File: config.mk
export PLATFORM = sky130hd
export DESIGN_NAME = dmem_arbiter
export DESIGN_NICKNAME = d
export VERILOG_FILES = /design/src/rtl/dmem_arbiter.sv
export SDC_FILE = /design/constraint.sdc
export NUM_CORES = 1
export LEC_CHECK = 0
export BUFFER_PORTS_ARGS = -buffer_cell sky130_fd_sc_hd__buf_2
export CAP_MARGIN = 20
export CORE_MARGIN = 4
export CORE_UTILIZATION = 45
export DETAILED_ROUTE_END_ITERATION = 10
export PLACE_DENSITY = 0.8
export SYNTH_ARGS = -nofsm -noshare
export SYNTH_HDL_FRONTEND = slang
export SYNTH_SLANG_ARGS = --single-unit
File: constraint.sdc
create_clock -name clk -period 2.29 [get_ports clk]
set_input_delay 0.687 -clock clk [delete_from_list [all_inputs] [get_ports clk]]
set_output_delay 0.687 -clock clk [all_outputs]
set_load 0.005 [all_outputs]
File: src/rtl/dmem_arbiter.sv
// Round-robin arbiter and sequencer that shares the single data-memory port
// between the load/store unit (m0) and a second bus master (m1).
module dmem_arbiter #(
    parameter int TIMEOUT = 16
) (
    input  logic        clk,
    input  logic        rst,
    input  logic        m0_cs,
    input  logic        m0_wr,
    input  logic [3:0]  m0_mask,
    input  logic [31:0] m0_addr,
    input  logic [31:0] m0_wdata,
    output logic        m0_valid,
    output logic [31:0] m0_rdata,
    output logic        m0_err,
    input  logic        m1_cs,
    input  logic        m1_wr,
    input  logic [3:0]  m1_mask,
    input  logic [31:0] m1_addr,
    input  logic [31:0] m1_wdata,
    output logic        m1_valid,
    output logic [31:0] m1_rdata,
    output logic        m1_err,
    output logic        cs,
    output logic        wr,
    output logic [3:0]  mask,
    output logic [31:0] addr,
    output logic [31:0] data_wr,
    input  logic        valid_DM,
    input  logic [31:0] data_rd,
    output logic        busy
);

    localparam int TW = (TIMEOUT > 1) ? $clog2(TIMEOUT) : 1;
    localparam logic [TW-1:0] TLAST = TW'(TIMEOUT - 1);

    typedef enum logic [1:0] {
        IDLE,
        BUSY,
        RESP
    } state_e;

    state_e        state_q, state_d;
    logic          gnt_q, gnt_d;
    logic          last_gnt_q, last_gnt_d;
    logic          wr_q, wr_d;
    logic [3:0]    mask_q, mask_d;
    logic [31:0]   addr_q, addr_d;
    logic [31:0]   wdata_q, wdata_d;
    logic [TW-1:0] tcnt_q, tcnt_d;
    logic [31:0]   rdata_q, rdata_d;
    logic          err_q, err_d;

    always_comb begin
        state_d    = state_q;
        gnt_d      = gnt_q;
        last_gnt_d = last_gnt_q;
        wr_d       = wr_q;
        mask_d     = mask_q;
        addr_d     = addr_q;
        wdata_d    = wdata_q;
        tcnt_d     = tcnt_q;
        rdata_d    = rdata_q;
        err_d      = err_q;

        case (state_q)
            IDLE: begin
                if (m0_cs || m1_cs) begin
                    // On a tie the requester that did not win last time gets the port.
                    gnt_d      = (m0_cs && m1_cs) ? ~last_gnt_q : m1_cs;
                    last_gnt_d = gnt_d;
                    wr_d       = gnt_d ? m1_wr    : m0_wr;
                    mask_d     = gnt_d ? m1_mask  : m0_mask;
                    addr_d     = gnt_d ? m1_addr  : m0_addr;
                    wdata_d    = gnt_d ? m1_wdata : m0_wdata;
                    tcnt_d     = '0;
                    state_d    = BUSY;
                end
            end
            BUSY: begin
                if (valid_DM) begin
                    rdata_d = wr_q ? 32'd0 : data_rd;
                    err_d   = 1'b0;
                    state_d = RESP;
                end else if (tcnt_q == TLAST) begin
                    rdata_d = 32'd0;
                    err_d   = 1'b1;
                    state_d = RESP;
                end else begin
                    tcnt_d = tcnt_q + TW'(1);
                end
            end
            RESP: begin
                state_d = IDLE;
            end
            default: begin
                state_d = IDLE;
            end
        endcase
    end

    always_ff @(posedge clk) begin
        if (rst) begin
            state_q    <= IDLE;
            gnt_q      <= 1'b0;
            last_gnt_q <= 1'b1;
            wr_q       <= 1'b0;
            mask_q     <= '0;
            addr_q     <= '0;
            wdata_q    <= '0;
            tcnt_q     <= '0;
            rdata_q    <= '0;
            err_q      <= 1'b0;
        end else begin
            state_q    <= state_d;
            gnt_q      <= gnt_d;
            last_gnt_q <= last_gnt_d;
            wr_q       <= wr_d;
            mask_q     <= mask_d;
            addr_q     <= addr_d;
            wdata_q    <= wdata_d;
            tcnt_q     <= tcnt_d;
            rdata_q    <= rdata_d;
            err_q      <= err_d;
        end
    end

    logic in_busy;
    logic in_resp;

    assign in_busy = (state_q == BUSY);
    assign in_resp = (state_q == RESP);

    // Memory command is only presented in BUSY so the port idles at all-zero.
    assign cs      = in_busy;
    assign wr      = in_busy & wr_q;
    assign mask    = in_busy ? mask_q  : 4'd0;
    assign addr    = in_busy ? addr_q  : 32'd0;
    assign data_wr = in_busy ? wdata_q : 32'd0;
    assign busy    = (state_q != IDLE);

    assign m0_valid = in_resp & ~gnt_q;
    assign m1_valid = in_resp &  gnt_q;
    assign m0_rdata = m0_valid ? rdata_q : 32'd0;
    assign m1_rdata = m1_valid ? rdata_q : 32'd0;
    assign m0_err   = m0_valid & err_q;
    assign m1_err   = m1_valid & err_q;

endmodule

==> flow_summary.toml <==
[pwr]
total_power_mw = 4.71
peakVddDrop_mv = 0.376
combPwrFrac_pct = 21.2
p_int_mw = 3.42
pwr-share-seq_pct = 46.0
clkPwrFrac_pct = 32.8
switching_power_mw = 1.29
p_sw_share_pct = 27.4
p_per_area_mw_per_mm2 = 597
leakage_nw = 3.79

[timing]
fmax_ghz = 0.456
tightest_slew_ns = 0.529
rsz0062_at_grt = "no"
maxSlewViolCount = 0
setup_tns_ns = 0
fin_skew_ns = 0.00766
layout_min_cycle_time_ns = 2.19
setup_ws_ns = 0.0993
slew_headroom_pct = 64.8
period_share_pct = 95.7
hold_violations = 0
setup_violations = 0

[hold_path]
min_from = "rdata_q[11]"
hp-class = "reg2reg"
min_path_cells = 2

[logic_synthesis]
yosysUniqueCellTypes = 35
ys_seq_elements = 110
syn_inst = 654
yosysWarnings = 0
synthArstFlopShare_pct = 0
synth_common_cells = "and2_1 (135), dfxtp_1 (110), mux2i_1 (102)"
syn_avg_cell_area_um2 = 8.91
synth_area_leaders = "dfxtp_1 (38%), mux2i_1 (18%), and2_1 (14%)"
synth.most_common_cell = "and2_1"
synth_top_area_cell = "dfxtp_1"
syn-cell-area_mm2 = 0.00583
yosysSeqAreaShare_pct = 37.8
synth_edf_count = 0
yosys_most_used_dff = "dfxtp_1"
synth_fp_nets = 830
netlist.area_leader.share_pct = 37.8

[global_route]
grt_max_degree = 77
grt_pass1_wl_um = 27200
grt_pass1_vias = 5438
antenna_found_initial = 1
grt_overflow = 0
grt_util_all_layers_pct = 22.8

[finish]
final_nets = 1108
fin_util_pct = 62.4
fillers = 1155
multiInputGateArea_mm2 = 0.00336
instances_no_fill = 1110
area_growth_pct = 35.5
seqCellArea_mm2 = 0.00220
drive_above_1_share_pct = 38.4

[detailed_routing]
drtAntennaViolNets = 0
firstDrtPassIters = 5
first_iter_violations = 199
vias = 5738
wl_per_cell_um = 16.3
drc = 0
viasPerCell = 5.17
routed_wl_um = 18100

[setup_path]
end_kind = "primary output"
critical-path-slowest-cell = "dfxtp_2"
r2r_start = "tcnt_q[0]"
ff2ff_path_depth = 5
start_kind = "flip-flop"
path_max_fanout = 34
cpPeakStageDelay_ns = 0.41
startpoint = "state_q[1]"
path_cells = "nor3b_2 > buf_4 > and2_1 > buf_2"
path_class = "reg2out"
cp.arrival_ns = 1.50
crit_required_ns = 1.60

[clocking]
worstSkewPairLatency_ns = 0.34
clockBufferDepth = 2
tritoncts = "done"
cts_root_buf = "clkbuf_16"
cts.sinks = 110
hold_buffers = 0
htree_levels = 3
cts.clk_slew.worst_paths_ns = 0.06
cts_buffers = 9

[floorplan]
dieArea_mm2 = 0.0148
ios = 314
design.core.area_mm2 = 0.0127
die_w_um = 122
floorplan.rows = 41
start_util_pct = 46.0
die_h_um = 122

[placement]
dp_slack_ns = 0.284
place_inst = 1092
gp_congestion = 0.762
numPortBuffers = 313
dp_hpwl_um = 13100

[status]
outcome = "completed"

[flow_run]
drv_cap = 0
[metal layers]
layer  wire, um  part of all wire, %  track usage (%)
met4        492                  2.7             9.38
met5          0                    0                0
met1       6970                   38             27.1
met3       1610                  8.9             5.71
met2       9040                   50             39.4
[cells by family (layout without fill, tap and decap cells)]
logic type      Yosys count  after routing  share of synthesized area [%]
mux                     102            102                           17.5
buf+inv                  67            350                           5.39
simple gates            223            223                           22.6
flops                   110            110                           37.8
compound gates          151            151                           16.5
other cells               0              1                              0
fa+ha+maj                 1              1                          0.215
[registers in the layout, summed over array words and instances (netlist names)]
register and cells:
rdata_q 32, state_q 2, wdata_q 32, wr_q 1, mask_q 4, err_q 1
tcnt_q 4, last_gnt_q 1, gnt_q 1, addr_q 32
[per-stage QoR]
| step | cell area [um^2] | hold slack (ns) |
|---|---|---|
| 4_1_cts | 7870 | 0.486 |
| 2_1_floorplan | 5830 | 0.452 |
| 3_5_place_dp | 7570 | 0.473 |
| 5_1_grt | 7900 | 0.507 |
| 6_report | 7900 | 0.481 |
| 3_3_place_gp | 7570 | 0.465 |
[layout by cell type (no fill, tap or decap), types with 2 or more instances in the layout]
cell / count
dfxtp_2: 2
and2_1: 135
buf_2: 312
inv_1: 2
buf_4: 12
nand2b_1: 32
nand3b_1: 2
clkbuf_16: 10
o221ai_1: 2
a211oi_1: 70
nand3_1: 3
dfxtp_1: 108
nor2_1: 2
nand2_1: 35
buf_12: 7
mux2i_1: 102
nor2_4: 2
clkbuf_8: 4
a31oi_1: 2
nor2b_1: 2
a21oi_1: 71
[area by class of cell]
type	count	share of cell area (%)
Inverter	2	0.0950
Multi-Input combinational cell	477	42.5
Clock buffer	14	3.59
Tap cell	172	2.72
Sequential cell	110	27.9
Clock inverter	2	0.174
Timing Repair Buffer	332	23.0
Antenna cell	1	0.0317
[repair_timing]
item | CTS | global route
gates cloned | 0 | 1
buffers inserted | 0 | 0
endpoints found under the setup margin | 65 | 7
resized for setup | 2 | 0
[power groups by stage]
stage / logic (mW) / clock network [mW] / registers, mW
detailed placement: 0.984 / 0 / 2.21
floorplan: 0.617 / 0 / 2.18
finish: 0.999 / 1.54 / 2.17
global route: 1.10 / 1.64 / 2.19
CTS: 0.987 / 1.59 / 2.17
global placement: 0.969 / 0 / 2.21
[worst max-delay path: cells and delay by family, from the launching register on]
kind | cells | cell delay (ns)
buffers and inverters | 2 | 0.39
flip-flops | 1 | 0.41
AND/OR/NAND/NOR | 2 | 0.35
[final timing paths]
kind | endpoint | slack, ns
max reg2reg | rdata_q[12] | 0.55
min | rdata_q[11] | 0.48
max | m0_rdata[26] | 0.1
min reg2reg | rdata_q[11] | 0.48
Power figures use the tool's default switching activity.
